===== src/rtl/store_merge_pkg.sv =====
// -----------------------------------------------------------------------------
// store_merge_pkg
// Shared definitions for the store_merge block:
//   - size_e  : store size codes carried on req_size
//   - state_e : control FSM encoding (IDLE / RD / WR)
//   - is_misaligned() : alignment / reserved-size check used at accept time
// -----------------------------------------------------------------------------
package store_merge_pkg;

   typedef enum logic [1:0] {
      SZ_WORD = 2'b00,
      SZ_HALF = 2'b01,
      SZ_BYTE = 2'b10,
      SZ_RSVD = 2'b11
   } size_e;

   typedef enum logic [1:0] {
      IDLE = 2'b00,
      RD   = 2'b01,
      WR   = 2'b10
   } state_e;

   // A store raises an address error when the byte offset is not a multiple
   // of its size, or when the size code is the reserved one.
   function automatic logic is_misaligned(input logic [1:0] size,
                                          input logic [1:0] lsb);
      logic bad;
      bad = 1'b0;
      case (size)
         SZ_WORD: bad = (lsb != 2'b00);
         SZ_HALF: bad = lsb[0];
         SZ_BYTE: bad = 1'b0;
         default: bad = 1'b1;
      endcase
      return bad;
   endfunction

endpackage


===== src/rtl/store_merge_byte_lane_merge.sv =====
// -----------------------------------------------------------------------------
// byte_lane_merge
// Combinational little-endian lane placement: overlays the low byte / half /
// full word of wdata onto old_word at the lanes selected by addr_lo and size.
// Bits outside the written lanes pass through from old_word unchanged.
//
// Ports:
//   old_word  in  32  word currently held in memory (or forwarded copy)
//   wdata     in  32  store source value
//   addr_lo   in  2   byte offset within the word
//   size      in  2   size code (see store_merge_pkg::size_e)
//   merged    out 32  word to be written back
// -----------------------------------------------------------------------------
module byte_lane_merge
   import store_merge_pkg::*;
(
   input  logic [31:0] old_word,
   input  logic [31:0] wdata,
   input  logic [1:0]  addr_lo,
   input  logic [1:0]  size,
   output logic [31:0] merged
);

   // NOTE: merged gets a full default before any partial overwrite, so every
   // path assigns it and no latch is inferred.
   always_comb begin
      merged = old_word;
      case (size)
         SZ_WORD: merged = wdata;
         SZ_HALF: begin
            if (addr_lo[1]) merged[31:16] = wdata[15:0];
            else            merged[15:0]  = wdata[15:0];
         end
         SZ_BYTE: begin
            case (addr_lo)
               2'd0: merged[7:0]   = wdata[7:0];
               2'd1: merged[15:8]  = wdata[7:0];
               2'd2: merged[23:16] = wdata[7:0];
               2'd3: merged[31:24] = wdata[7:0];
               default: ;
            endcase
         end
         default: ;  // reserved size never reaches a write
      endcase
   end

endmodule


===== src/rtl/store_merge.sv =====
// -----------------------------------------------------------------------------
// store_merge
// Store-side sub-word write unit for a word-only data memory. Word stores are
// written directly; byte and half stores read the containing word, merge the
// new lanes and write it back. Misaligned or reserved-size stores pulse
// exc_ades and make no memory access.
//
// Optional feature (macro STORE_MERGE_FWD_EN): a one-entry last-write cache.
// A sub-word store hitting the cached word address skips the read and merges
// onto the cached word instead.
//
// Ports:
//   clk        in  1   rising-edge clock
//   reset      in  1   synchronous active-high reset
//   req_valid  in  1   store request present
//   req_ready  out 1   request can be accepted (IDLE only)
//   req_addr   in  32  byte address
//   req_wdata  in  32  store source value
//   req_size   in  2   00 word, 01 half, 10 byte, 11 reserved
//   done       out 1   pulse in the cycle the memory write is issued
//   exc_ades   out 1   pulse one cycle after accepting a bad store
//   mem_addr   out 32  word-aligned memory address, registered at accept
//   mem_rd_en  out 1   memory read strobe (data returns next cycle)
//   mem_rdata  in  32  memory read data
//   mem_wr_en  out 1   memory write strobe
//   mem_wdata  out 32  merged write word (0 outside write cycles)
// -----------------------------------------------------------------------------
module store_merge
   import store_merge_pkg::*;
(
   input  logic        clk,
   input  logic        reset,
   input  logic        req_valid,
   output logic        req_ready,
   input  logic [31:0] req_addr,
   input  logic [31:0] req_wdata,
   input  logic [1:0]  req_size,
   output logic        done,
   output logic        exc_ades,
   output logic [31:0] mem_addr,
   output logic        mem_rd_en,
   input  logic [31:0] mem_rdata,
   output logic        mem_wr_en,
   output logic [31:0] mem_wdata
);

   state_e      state_q, state_d;
   logic [31:0] addr_q;
   logic [31:0] wdata_q;
   logic [1:0]  size_q;
   logic        exc_q;

   logic        accept;
   logic        misaligned;
   logic        sub_word;
   logic        hit;
   logic [31:0] old_word;
   logic [31:0] merged;

   assign req_ready  = (state_q == IDLE);
   assign accept     = req_valid && req_ready;
   assign misaligned = is_misaligned(req_size, req_addr[1:0]);
   assign sub_word   = (req_size == SZ_HALF) || (req_size == SZ_BYTE);

`ifdef STORE_MERGE_FWD_EN
   logic        cache_valid;
   logic [29:0] cache_addr;
   logic [31:0] cache_data;
   logic        hit_q;      // current WR merges onto the cached word

   assign hit      = cache_valid && (cache_addr == req_addr[31:2]);
   assign old_word = hit_q ? cache_data : mem_rdata;

   always_ff @(posedge clk) begin
      if (reset) begin
         cache_valid <= 1'b0;
         hit_q       <= 1'b0;
      end else begin
         hit_q <= accept && hit;
         if (state_q == WR) cache_valid <= 1'b1;
      end
   end

   // NOTE: the cached address/data need no reset; cache_valid alone decides
   // whether they are ever looked at.
   always_ff @(posedge clk) begin
      if (state_q == WR && !reset) begin
         cache_addr <= addr_q[31:2];
         cache_data <= merged;
      end
   end
`else
   assign hit      = 1'b0;
   assign old_word = mem_rdata;
`endif

   byte_lane_merge u_merge (
      .old_word (old_word),
      .wdata    (wdata_q),
      .addr_lo  (addr_q[1:0]),
      .size     (size_q),
      .merged   (merged)
   );

   // Next-state logic
   always_comb begin
      state_d = state_q;
      case (state_q)
         IDLE: begin
            // Bad stores are reported via exc_q and leave the FSM in IDLE.
            if (accept && !misaligned) begin
               if (sub_word && !hit) state_d = RD;
               else                  state_d = WR;
            end
         end
         RD:      state_d = WR;
         WR:      state_d = IDLE;
         default: state_d = IDLE;
      endcase
   end

   // Output decode
   always_comb begin
      mem_rd_en = 1'b0;
      mem_wr_en = 1'b0;
      done      = 1'b0;
      mem_wdata = 32'h0;
      case (state_q)
         RD: mem_rd_en = 1'b1;
         WR: begin
            mem_wr_en = 1'b1;
            done      = 1'b1;
            mem_wdata = merged;
         end
         default: ;
      endcase
   end

   assign exc_ades = exc_q;
   assign mem_addr = {addr_q[31:2], 2'b00};

   // NOTE: all state is updated with non-blocking assignments so every
   // register samples pre-edge values, independent of statement order.
   always_ff @(posedge clk) begin
      if (reset) begin
         state_q <= IDLE;
         addr_q  <= 32'h0;
         wdata_q <= 32'h0;
         size_q  <= SZ_WORD;
         exc_q   <= 1'b0;
      end else begin
         state_q <= state_d;
         exc_q   <= accept && misaligned;
         if (accept) begin
            addr_q  <= req_addr;
            wdata_q <= req_wdata;
            size_q  <= req_size;
         end
      end
   end

endmodule


===== config.mk =====
export PLATFORM = sky130hd
export DESIGN_NAME = store_merge
export DESIGN_NICKNAME = d
export VERILOG_FILES = /design/src/rtl/store_merge_pkg.sv /design/src/rtl/store_merge_byte_lane_merge.sv /design/src/rtl/store_merge.sv
export SDC_FILE = /design/constraint.sdc
export NUM_CORES = 1
export LEC_CHECK = 0
export ABC_AREA = 1
export CAP_MARGIN = 10
export CORE_MARGIN = 1.5
export CORE_UTILIZATION = 40
export DETAILED_ROUTE_END_ITERATION = 7
export PLACE_DENSITY_LB_ADDON = 0.05
export REMOVE_ABC_BUFFERS = 1
export SETUP_SLACK_MARGIN = 0.15
export SYNTH_ARGS = -nofsm -noshare
export SYNTH_HDL_FRONTEND = slang
export SYNTH_SLANG_ARGS = --single-unit

===== constraint.sdc =====
create_clock -name clk -period 1.3 [get_ports clk]
set_input_delay 0.26 -clock clk [delete_from_list [all_inputs] [get_ports clk]]
set_output_delay 0.26 -clock clk [all_outputs]
set_load 0.005 [all_outputs]

Yosys cells after proc, flatten, opt, wreduce, memory -nomap -nowiden
Index checks and enable logic that the tools add are counted.
{"block": "word_totals", "wordCells": 39, "out_inout_bits": 69, "register_bits": 69, "memories": 0, "latch_bits": 0, "mem_bits_ro": 0, "mem_bits_rw": 0, "input_bits": 101}
{"block": "classes", "n_div": 0, "n_lt_le_gt_ge": 0, "add_sub_neg": 0, "n_reduce_logical": 10, "shifts": 0, "n_mux": 14, "n_eq_ne": 10, "n_bitwise": 0, "n_mul": 0}
{"cell": "case mux 32 bit (3 select lines)", "count": 1}
{"cell": "2-to-1 mux 16 bit", "count": 2}
{"cell": "2-to-1 mux 32 bit", "count": 1}
{"cell": "2-to-1 mux 8 bit", "count": 4}
{"cell": "equality test 2 bit (second input constant)", "count": 5}
{"cell": "equality test 2 x 1 -> 1 bit (second input constant)", "count": 4}
{"cell": "logical NOT 2 bit", "count": 4}
{"cell": "2-to-1 mux 2 bit", "count": 2}
{"cell": "case mux 2 bit (2 select lines)", "count": 1}
{"cell": "logical AND 1 bit", "count": 3}
{"cell": "case mux 1 bit (3 select lines)", "count": 1}
{"cell": "2-to-1 mux 1 bit", "count": 2}
{"cell": "!= test 2 x 1 -> 1 bit (second input constant)", "count": 1}
{"cell": "nonzero test 2 bit", "count": 1}
{"cell": "logical NOT 1 bit", "count": 1}
{"cell": "logical OR 1 bit", "count": 1}

Longest topological paths before layout
{"block": "logic_depth", "depth_word": 6, "ltp_mapped": 9, "depth_no_buf": 8}

Cells and area by module
A second synthesis with hierarchy kept.
{"block": "unflattened", "hier_cells": 680, "area_unflattened_um2": 4182.8}
{"module": "store_merge", "cells_each": 414, "area_per_inst_um2": 3012.9, "n_inst": 1}
{"module": "byte_lane_merge", "cells_each": 266, "area_per_inst_um2": 1169.9, "n_inst": 1}

Least setup slack after synthesis
No wires, ideal clock.
{"block": "synth_timing", "kind": "reg2out", "startpoint": "reg size_q[1]", "endpoint": "out mem_wdata[22]", "required_time_ns": 1.040, "t_arrival_ns": 1.090, "stages_incl_launch_ff": 9, "path_slack_ns": -0.050, "cell_sequence": "dfxtp_1 buf_6 inv_2 nor2_8 buf_6 nand3_1 nand3_1 nand2_1 nor2_1"}
{"block": "synth_between", "elab_chain_cells": 3}
{"element": "start, declared", "line": "store_merge.sv:50", "text": "logic [1:0] size_q;"}
{"element": "start signal, assigned", "line": "store_merge.sv:157", "text": "size_q <= req_size;"}
{"element": "equality test 2 bit, or another cell as far along", "line": "store_merge_byte_lane_merge.sv:28", "text": "case (size)"}
{"element": "case mux 32 bit (3 select lines) (*)", "line": "store_merge_byte_lane_merge.sv:28"}
{"element": "2-to-1 mux 32 bit (*)", "line": "store_merge.sv:128", "text": "case (state_q)"}
{"element": "end, declared", "line": "store_merge.sv:44", "text": "output logic [31:0] mem_wdata"}
Every way passes the cells marked *; elsewhere a longest branch is shown, timed or not.

Worst setup path in the final report
{"block": "layout_timing", "startpoint": "reg size_q[0]", "endpoint": "out mem_wdata[18]"}
Same word-level chain as after synthesis.

==> run summary <==
Yosys top cell area share: 0.327
Slew Limit Fails: 0
worst setup margin: -0.846 ns
clock latency on the worst-skew pair: 0.38 ns
Final period util: 1.65
Die Width: 106 um
min-delay worst type: input pin to flip-flop
detailed-route vias per instance: 5.72
FP Rows: 37
CTS Sinks: 69
simple logic cell fraction of the synthesized area: 0.328
mean post-synth cell area: 6.54 sq um
vias: 5942
FMAX: 466 MHz
most common cell after layout, fill and taps aside: nand2_1
critical setup path kind: flip-flop to primary output
die area: 11200 sq um
Max Cap Viol: 0
Register-to-Register Path Depth: 11
Worst Path Buf+Inv: 4
Tmin final: 2.15 ns
Worst path most repeated cell: buf_12
R2R setup slack: -0.52 ns
startpoint types: flip-flop
Seq cells post-synth: 69
Pwr per Cell Area: 976 nW/um^2
mux share of post-synthesis cell area: 0
Pleak: 0.00398 uW
CTS H-tree depth: 3
CP peak stage delay: 0.41 ns
DRC: 0
Clock transition at path regs: 0.09 ns
violated checks: negative setup slack
Hold Crit Start: reset
RR Startpoint: state_q[0]
gpl congestion: 0.844
Post-Synth XOR/XNOR Area: 0
GRT Util Overall: 0.342
hold path cells: 2
1st-iter DRT viols: 597
CP top delay family: buffers and inverters
Worst VDD drop: 0.000639 V
CTS Buf Count: 9
Netlist cell types: 24
Starting Density: 0.411
Antenna Cells: 0
TritonCTS clock tree: done
highest-count cells in the layout ignoring fill and taps: 114 x nand2_1, 98 x clkdlybuf4s50_1, 70 x a21oi_2
Total Wirelength: 22700 um
CP max stage cell: dfxtp_4
critical-path maximum fanout: 8
overflow left after global routing: 0
number of global-route vias before repair: 5499
RSZ-0062 raised after global routing: yes
worst r2r dst: wdata_q[2]
WP data required: 1.04 ns
CTS Buffer Depth: 2
Post-Syn Instances: 646
root buffer cell: clkbuf_8
core box area: 10300 sq um
Synth Area in Compound Gates: 0.174
cell area after layout: 8690 sq um
power after layout: 8480 uW
dominant cell type by area after synthesis: dfxtp_1
largest net degree at the start of global routing: 37
cell area after placement: 6150 sq um
Die H: 106 um
Pre-antenna DRT Iters: 7
I/O pin count: 170
remaining antenna violation count: 0
I/O Buffers: 167
Adder-Cell Fraction of Synth Area: 0.00888
largest family of logic cells by synthesized area: simple AND/OR/NAND/NOR gates
sequential area share after synthesis: 0.327
Critical Path Sink Type: primary output
Worst Hold End: addr_q[21]
Clock Skew: 0.0141 ns
Final nets: 1001
share of cells above drive strength 1: 0.563
initial antenna violation count: 0
crit-path cells: buf_6 -> nor2_4 -> buf_12 -> buf_12 -> a21oi_2 -> nand3_1 -> nand2_1 -> nor2_1 -> buf_2
top cells by area, synth: dfxtp_1 33%, nand2_1 18%, a21oi_1 10%, buf_4 7.1%, nand3_1 6.5%
Syn. warnings: 0
crit path DAT: 1.89 ns
Final Hold Fails: 0
setup violators final: 105
area grow syn2layout: 106%
outcome: complete, but fails checks
Syn Std Cell Area: 4230 sq um
wire per inst: 21.8 um
first-pass GRT wire length: 29200 um
dpl hpwl: 9540 um
[worst register-to-register path: cells and delay by family, from the launching register on]
kind | cells | cell delay (ns)
buffers and inverters | 8 | 0.98
flip-flops | 1 | 0.34
AO/OA/AOI/OAI | 1 | 0.23
AND/OR/NAND/NOR | 2 | 0.19
[logic make-up (layout without fill, tap and decap cells)]
group,after synthesis,count (layout)
AOI/OAI and AO/OA,118,118
adders and majority gates,3,3
buffers and inverters,124,379
DFF,69,69
other,1,2
and+or+nand+nor,331,331
[synthesized netlist by cell type (all sizes together)]
cell and count:
a211oi 13, nand3 55, buf 63, conb 1, ha 3, nand4 2
o21ai 4, inv 52, clkbuf 9, a21oi 86, nor2 70, o211ai 15
nand2 204, dfxtp 69
[power breakdown]
group | leakage, uW | internal, uW | switching (uW)
clock | 0.000111 | 1100 | 1020
combinational | 0.00328 | 1980 | 1920
sequential | 0.000583 | 2300 | 158
total | 0.00398 | 5380 | 3100
[layer usage]
metal / global-route usage / vias up / wire, um
met5: 0 / - / 0
met4: 0.164 / 0 / 1610
met3: 0.0884 / 149 / 2450
met2: 0.602 / 484 / 10900
met1: 0.383 / 2759 / 7710
li1: - / 2550 / -
[layout make-up]
type / instances / area [sq um]
well taps: 136 / 170
repair buffers: 311 / 3330
inverters: 52 / 223
fillers: 548 / 1590
clock inverters: 6 / 95.1
flip-flops and latches: 69 / 1440
multi-input cells: 454 / 3300
clock buffers: 10 / 128
[sequential cells by signal, indices dropped and copies added, names as in the netlist]
name      count
addr_q       32
wdata_q      32
size_q        2
state_q       2
exc_ades      1
[what timing repair did]
item / in CTS / in global routing
cloned: 20 / 3
hold endpoints to repair: 0 / 0
endpoints found under the setup margin: 136 / 110
hold buffers: 0 / 0
setup buffers: 54 / 5
pin swaps: 60 / 85
gates resized for setup: 514 / 192
[through the flow]
step	setup TNS (ns)	cells	hold WS, ns	worst slack, ns	util
after floorplan	-63.60	575	0.329	-0.815	-
after global placement	-33.05	940	0.451	-0.796	0.598
after detailed placement	-36.04	940	0.454	-0.852	0.598
after CTS	-45.94	1030	0.132	-0.667	0.762
after global routing	-57.23	1038	0.116	-0.858	0.845
final	-53.18	1038	0.113	-0.846	0.845
[how the worst max path moves through the flow]
stage,startpoint,to,slack (ns),cells past startpoint
after global routing,addr_q[1],mem_wdata[20],-0.86,9
after CTS,size_q[1],mem_wdata[4],-0.67,7
final,size_q[0],mem_wdata[18],-0.85,9
after floorplan,state_q[1],addr_q[10],-0.82,5
after detailed placement,size_q[0],mem_wdata[20],-0.85,7
after global placement,size_q[0],mem_wdata[19],-0.80,7
(Power assumes the default switching activity.)
